## config.mk

```make
export PLATFORM = sky130hd
export DESIGN_NAME = stc_max_n
export DESIGN_NICKNAME = d
export VERILOG_FILES = /design/src/rtl/stc_pkg.sv /design/src/rtl/stc_arrival_latch.sv /design/src/rtl/stc_max_n.sv
export SDC_FILE = /design/constraint.sdc
export NUM_CORES = 1
export LEC_CHECK = 0
export ABC_CLOCK_PERIOD_IN_PS = 2500
export BUFFER_PORTS_ARGS = -buffer_cell sky130_fd_sc_hd__buf_4
export CORE_ASPECT_RATIO = 1.25
export CORE_MARGIN = 1
export CORE_UTILIZATION = 59
export DETAILED_ROUTE_END_ITERATION = 7
export PLACE_DENSITY = 0.81
export SLEW_MARGIN = 20
export SYNTH_ARGS = -nofsm -noshare
export SYNTH_HDL_FRONTEND = slang
export SYNTH_SLANG_ARGS = --single-unit
```

## constraint.sdc

```tcl
create_clock -name aclk -period 2.5 [get_ports aclk]
set_clock_uncertainty 0.1 [all_clocks]
set_input_delay 0.5 -clock aclk [delete_from_list [all_inputs] [get_ports aclk]]
set_output_delay 0.5 -clock aclk [all_outputs]
set_load 0.01 [all_outputs]
```

## src/rtl/stc_pkg.sv

```systemverilog
// Shared types and helpers for the space-time computing (race logic) primitives.
package stc_pkg;

    typedef enum logic {
        MODE_PULSE,
        MODE_LEVEL
    } out_mode_e;

    typedef enum logic [1:0] {
        IDLE,
        WAIT,
        FIRE,
        DONE
    } max_state_e;

    function automatic int unsigned phase_width(input int unsigned cycles);
        return (cycles > 1) ? $clog2(cycles) : 1;
    endfunction

endpackage

```

## src/rtl/stc_arrival_latch.sv

```systemverilog
// Per-channel spike arrival tracker: rising-edge detect plus a flag cleared by gamma_start.
module stc_arrival_latch (
    input  logic aclk,
    input  logic grst,
    input  logic gamma_start,
    input  logic a_i,
    output logic arrived_next_o
);

    logic prev_q;
    logic arrived_q;
    logic rise;

    // prev survives gamma_start so a level held across the boundary is not a new event
    assign rise           = a_i & ~prev_q;
    assign arrived_next_o = (gamma_start ? 1'b0 : arrived_q) | rise;

    always_ff @(posedge aclk or posedge grst) begin
        if (grst) begin
            prev_q    <= 1'b0;
            arrived_q <= 1'b0;
        end else begin
            prev_q    <= a_i;
            arrived_q <= arrived_next_o;
        end
    end

endmodule

```

## src/rtl/stc_max_n.sv

```systemverilog
// N-input temporal MAX: fires once every enabled spike line has arrived in the gamma cycle,
// reporting the phase of the latest arrival.
module stc_max_n
    import stc_pkg::*;
#(
    parameter int unsigned N_INPUTS          = 4,
    parameter int unsigned GAMMA_CYCLE_WIDTH = 16,
    parameter int unsigned PULSE_WIDTH       = 8,
    parameter out_mode_e   OUT_MODE          = MODE_PULSE
) (
    input  logic                                      aclk,
    input  logic                                      grst,
    input  logic                                      gamma_start,
    input  logic [N_INPUTS-1:0]                       in_mask,
    input  logic [N_INPUTS-1:0]                       a,
    output logic                                      y,
    output logic                                      spike_valid,
    output logic [phase_width(GAMMA_CYCLE_WIDTH)-1:0] spike_time,
    output logic                                      busy
);

    localparam int unsigned PHW = phase_width(GAMMA_CYCLE_WIDTH);
    localparam int unsigned CW  = $clog2(PULSE_WIDTH) + 1;
    localparam logic [PHW:0]  PH_MAX = (PHW + 1)'(GAMMA_CYCLE_WIDTH - 1);
    localparam logic [CW-1:0] PW_C   = CW'(PULSE_WIDTH);

    if (PULSE_WIDTH < 1 || N_INPUTS < 1 || GAMMA_CYCLE_WIDTH < 2) begin : g_param_check
        $error("stc_max_n: invalid parameter set");
    end

    max_state_e          state_q, state_d;
    logic [PHW-1:0]      phase_q, phase_d, cur_phase;
    logic [CW-1:0]       cnt_q, cnt_d;
    logic [PHW-1:0]      spike_time_q, spike_time_d;
    logic                spike_valid_q, spike_valid_d;
    logic                y_q, y_d;
    logic [N_INPUTS-1:0] arrived_next;
    logic                all_in;
    logic                enter_fire;

    for (genvar i = 0; i < N_INPUTS; i++) begin : g_ch
        stc_arrival_latch u_latch (
            .aclk           (aclk),
            .grst           (grst),
            .gamma_start    (gamma_start),
            .a_i            (a[i]),
            .arrived_next_o (arrived_next[i])
        );
    end

    assign cur_phase  = gamma_start ? '0 : phase_q;
    assign all_in     = (&(arrived_next | ~in_mask)) & (|in_mask);
    assign enter_fire = all_in & (gamma_start | (state_q == WAIT));

    always_comb begin
        phase_d = cur_phase + 1'b1;
        if (({1'b0, cur_phase} + 1'b1) >= PH_MAX) begin
            phase_d = PH_MAX[PHW-1:0];
        end
    end

    always_ff @(posedge aclk or posedge grst) begin
        if (grst) begin
            state_q       <= IDLE;
            phase_q       <= '0;
            cnt_q         <= '0;
            spike_time_q  <= '0;
            spike_valid_q <= 1'b0;
            y_q           <= 1'b0;
        end else begin
            state_q       <= state_d;
            phase_q       <= phase_d;
            cnt_q         <= cnt_d;
            spike_time_q  <= spike_time_d;
            spike_valid_q <= spike_valid_d;
            y_q           <= y_d;
        end
    end

    // gamma_start overrides every state: abort, then re-evaluate completion in the same cycle
    always_comb begin
        state_d = state_q;
        cnt_d   = cnt_q;
        if (gamma_start) begin
            state_d = all_in ? FIRE : WAIT;
            cnt_d   = '0;
        end else begin
            case (state_q)
                WAIT: if (all_in) state_d = FIRE;
                FIRE: begin
                    if (OUT_MODE == MODE_PULSE) begin
                        if (cnt_q == PW_C) state_d = DONE;
                        else               cnt_d   = cnt_q + 1'b1;
                    end
                end
                default: ;
            endcase
        end
        if (enter_fire) cnt_d = CW'(1);

        y_d           = (state_d == FIRE);
        spike_valid_d = enter_fire | (spike_valid_q & ~gamma_start);
        spike_time_d  = enter_fire ? cur_phase : (gamma_start ? '0 : spike_time_q);
    end

    always_comb begin
        y           = y_q;
        spike_valid = spike_valid_q;
        spike_time  = spike_time_q;
        busy        = (state_q == WAIT);
    end

endmodule

```

==> results.rst <==
.. list-table::
   :header-rows: 1

   * - Metric
     - Value
   * - Run status
     - complete, no violations
   * - Clock insertion delay at the later pin of the skew report
     - 0.31 ns
   * - Warnings, synthesis
     - 0
   * - Power Dens Cells
     - 730.0 nW/um^2
   * - Final wirelength
     - 2046 microns
   * - Number of antenna violations at the first check in global routing
     - 0
   * - Hold WC Path Type
     - in -> async
   * - Maximum ir drop on the vdd rail
     - 0.5054 mV
   * - Overall die area
     - 2237 sq um
   * - Iter 0 DRT Violations
     - 9
   * - Accumulated negative setup slack
     - 0 ns
   * - Placeable core area
     - 1851 sq um
   * - Average cell area after synthesis
     - 10.25 sq um
   * - Number of I/O port buffers
     - 17
   * - Max Transition Viols Final
     - 0
   * - Standby leakage power
     - 0.7080 nW
   * - CP max stage delay
     - 0.42 ns
   * - Worst Path Arrival
     - 2.02 ns
   * - Mapped cell area
     - 1210 sq um
   * - Number of setup buffers added after CTS
     - 0
   * - Setup repair after global routing missed its margin
     - no
   * - Upper clock frequency limit
     - 520.8 MHz
   * - Crit Path Category
     - reg -> reg
   * - Post-CTS sizing
     - 0
   * - Min Clock Period, post-route
     - 1.920 ns
   * - Most frequent cells in the layout
     - dfrtp_1 (24), buf_4 (19), inv_1 (15)
   * - Total number of nets in the final design
     - 155
   * - Via count of the routed design
     - 897
   * - Initial core utilization
     - 65.38%
   * - Number of violations of the max-capacitance limit
     - 0
   * - Total congestion overflow
     - 0
   * - Largest net degree at the start of global routing
     - 25
   * - Synth cell types
     - 36
   * - Clock sink count
     - 24
   * - CTS tree
     - built
   * - Cell row count
     - 17
   * - Critical Path Start Type
     - flip-flop
   * - # IOs
     - 18
   * - Layout overhead on the synthesized area
     - 13.65%
   * - Number of cells produced by synthesis
     - 118
   * - Number of buffers added to fix hold violations after cts
     - 0
   * - Detailed placer's ending HPWL
     - 1567 microns
   * - Utilization after layout
     - 74.31%
   * - Number of detailed-routing iterations run before antenna repair
     - 3
   * - Flops & latches, synth
     - 24
   * - Number of buffers inserted during clock tree synthesis
     - 3
   * - Post-synthesis net count
     - 135
   * - Critical Path Sink Type
     - flip-flop
   * - Final GP Congestion
     - 0.7902
   * - Clock transition at path regs
     - 0.11 ns
   * - Residual antenna-violating net count after detailed routing
     - 0
   * - Largest fanout on the critical path
     - 7
   * - Slew HR
     - 72.86%
   * - CTS max path bufs
     - 2
   * - Number of placed instances, taps included
     - 152
   * - Wire length of the first global-routing pass
     - 3753 microns
   * - Final std cells w/o fill
     - 155
   * - Chip width
     - 42.51 microns
   * - Antenna cell count
     - 0
   * - Fin. Hold Viols
     - 0
   * - Proportion of layout cells with a drive suffix above 1
     - 19.12%
   * - Crit path cell chain
     - inv_1, ha_1, inv_1, a311oi_1, nand4_2, mux2_2
   * - Number of global-route vias before repair
     - 900
   * - Drc violations
     - 0
   * - Clock H-tree levels
     - 1
   * - Avg WL per Cell
     - 13.20 microns
   * - Die Y
     - 52.63 microns
   * - GRT Util Overall
     - 22.76%
   * - Finish-stage setup viols
     - 0
   * - Cell type with the highest occurrence count on the critical path
     - inv_1
   * - Most common cell after layout, fill and taps aside
     - dfrtp_1
   * - Library cell used as clock root buffer
     - clkbuf_4
   * - Cell with the biggest individual delay on the critical path
     - dfrtp_1
   * - Per-cell via count in the routed design
     - 5.787
   * - Seq/Total Area, Yosys
     - 49.64%
   * - Transition time at the pin with the least slew margin
     - 0.4028 ns
   * - Critical Path RT
     - 2.60 ns
   * - Share of the cycle needed by the critical path after routing
     - 76.81%
-- worst paths after layout --
| kind | slack, ns | cells past startpoint | from | to |
|---|---|---|---|---|
| max | 0.58 | 6 | state_q[1] | spike_time[1] |
| min | 0.12 | 3 | grst | cnt_q[2] |
| max reg2reg | 0.58 | 6 | state_q[1] | spike_time[1] |
| min reg2reg | 0.37 | 1 | g_ch[0].u_latch.prev_q | g_ch[0].u_latch.arrived_q |
| max in group asynchronous | 1.96 | 3 | grst | y |
| min in group aclk | 0.20 | 1 | a[3] | g_ch[3].u_latch.prev_q |
-- power breakdown --
| group | total, mW | internal [mW] | switching [mW] |
|---|---|---|---|
| combinational | 0.365 | 0.168 | 0.197 |
| sequential | 0.478 | 0.442 | 0.0356 |
| clock | 0.160 | 0.0563 | 0.104 |
-- Yosys cell counts, drive strengths merged --
| cell | n | area [sq um] |
|---|---|---|
| a211oi | 1 | 7.510 |
| a21o | 3 | 22.52 |
| a21oi | 3 | 15.01 |
| a22o | 1 | 8.760 |
| a22oi | 2 | 15.01 |
| a311oi | 1 | 8.760 |
| a31oi | 2 | 12.51 |
| and2 | 1 | 6.260 |
| and2b | 1 | 7.510 |
| and3 | 3 | 18.77 |
| buf | 2 | 16.26 |
| clkbuf | 2 | 7.510 |
| dfrtp | 24 | 600.6 |
| ha | 6 | 75.07 |
| inv | 15 | 56.30 |
| mux2 | 2 | 22.52 |
| mux2i | 3 | 30.03 |
| nand2 | 10 | 37.54 |
| nand2b | 4 | 32.53 |
| nand3 | 3 | 15.01 |
| nand3b | 1 | 7.510 |
| nand4 | 3 | 25.02 |
| nor2 | 6 | 22.52 |
| nor2b | 1 | 6.260 |
| nor3 | 1 | 5.000 |
| nor4 | 1 | 6.260 |
| o2111ai | 1 | 8.760 |
| o211ai | 1 | 7.510 |
| o21ai | 2 | 10.01 |
| o221ai | 3 | 26.28 |
| o22ai | 4 | 25.02 |
| o2bb2ai | 1 | 8.760 |
| xnor2 | 4 | 35.03 |
-- critical path, delay by kind of cell (launching register included) --
| kind | cells | cell delay [ns] |
|---|---|---|
| multiplexers | 1 | 0.33 |
| flip-flops | 1 | 0.42 |
| adder cells (fa/ha/maj) | 1 | 0.27 |
| buffers and inverters | 2 | 0.18 |
| AO/OA/AOI/OAI | 1 | 0.26 |
| AND/OR/NAND/NOR | 1 | 0.25 |
-- through the flow --
step	power (mW)	cell area [sq um]	worst slack [ns]	hold WS, ns
after floorplan	0.7469	1210	0.6416	0.3229
after global placement	0.8351	1353	0.5644	0.3303
after detailed placement	0.8544	1353	0.5398	0.3479
after CTS	1.018	1375	0.5761	0.1179
after global routing	1.086	1375	0.4375	0.1346
final	1.004	1375	0.5797	0.1154
-- final cells by class --
cell class	instances	area, sq um
timing repair buffer	19	142.6
fill	141	475.5
inverter	15	56.30
clock buffer	3	22.52
multi-input combinational	75	529.3
sequential	24	600.6
tap	19	23.77
-- kinds of logic after synthesis --
| kind of cell | Yosys count | synth area share (%) |
|---|---|---|
| AOI/OAI and AO/OA | 25 | 14.58 |
| DFF | 24 | 49.64 |
| xor gates and xnor gates | 4 | 2.895 |
| buffers and inverters | 19 | 6.618 |
| and+or+nand+nor | 35 | 15.72 |
| adders and majority gates | 6 | 6.205 |
| muxes | 5 | 4.343 |
-- flip-flops by register name (all words and copies together), names as in the netlist --
name	flops
spike_valid	1
phase_q	4
g_ch.u_latch.arrived_q	4
spike_time	4
cnt_q	4
y	1
g_ch.u_latch.prev_q	4
state_q	2
-- routing by layer --
layer	GRT usage (%)	up-vias	wire, microns
li1	-	445	-
met1	26.23	438	912
met2	40.51	10	1064
met3	3.448	4	38
met4	11.98	0	30
met5	0	-	0
Power figures use the tool's default switching activity.
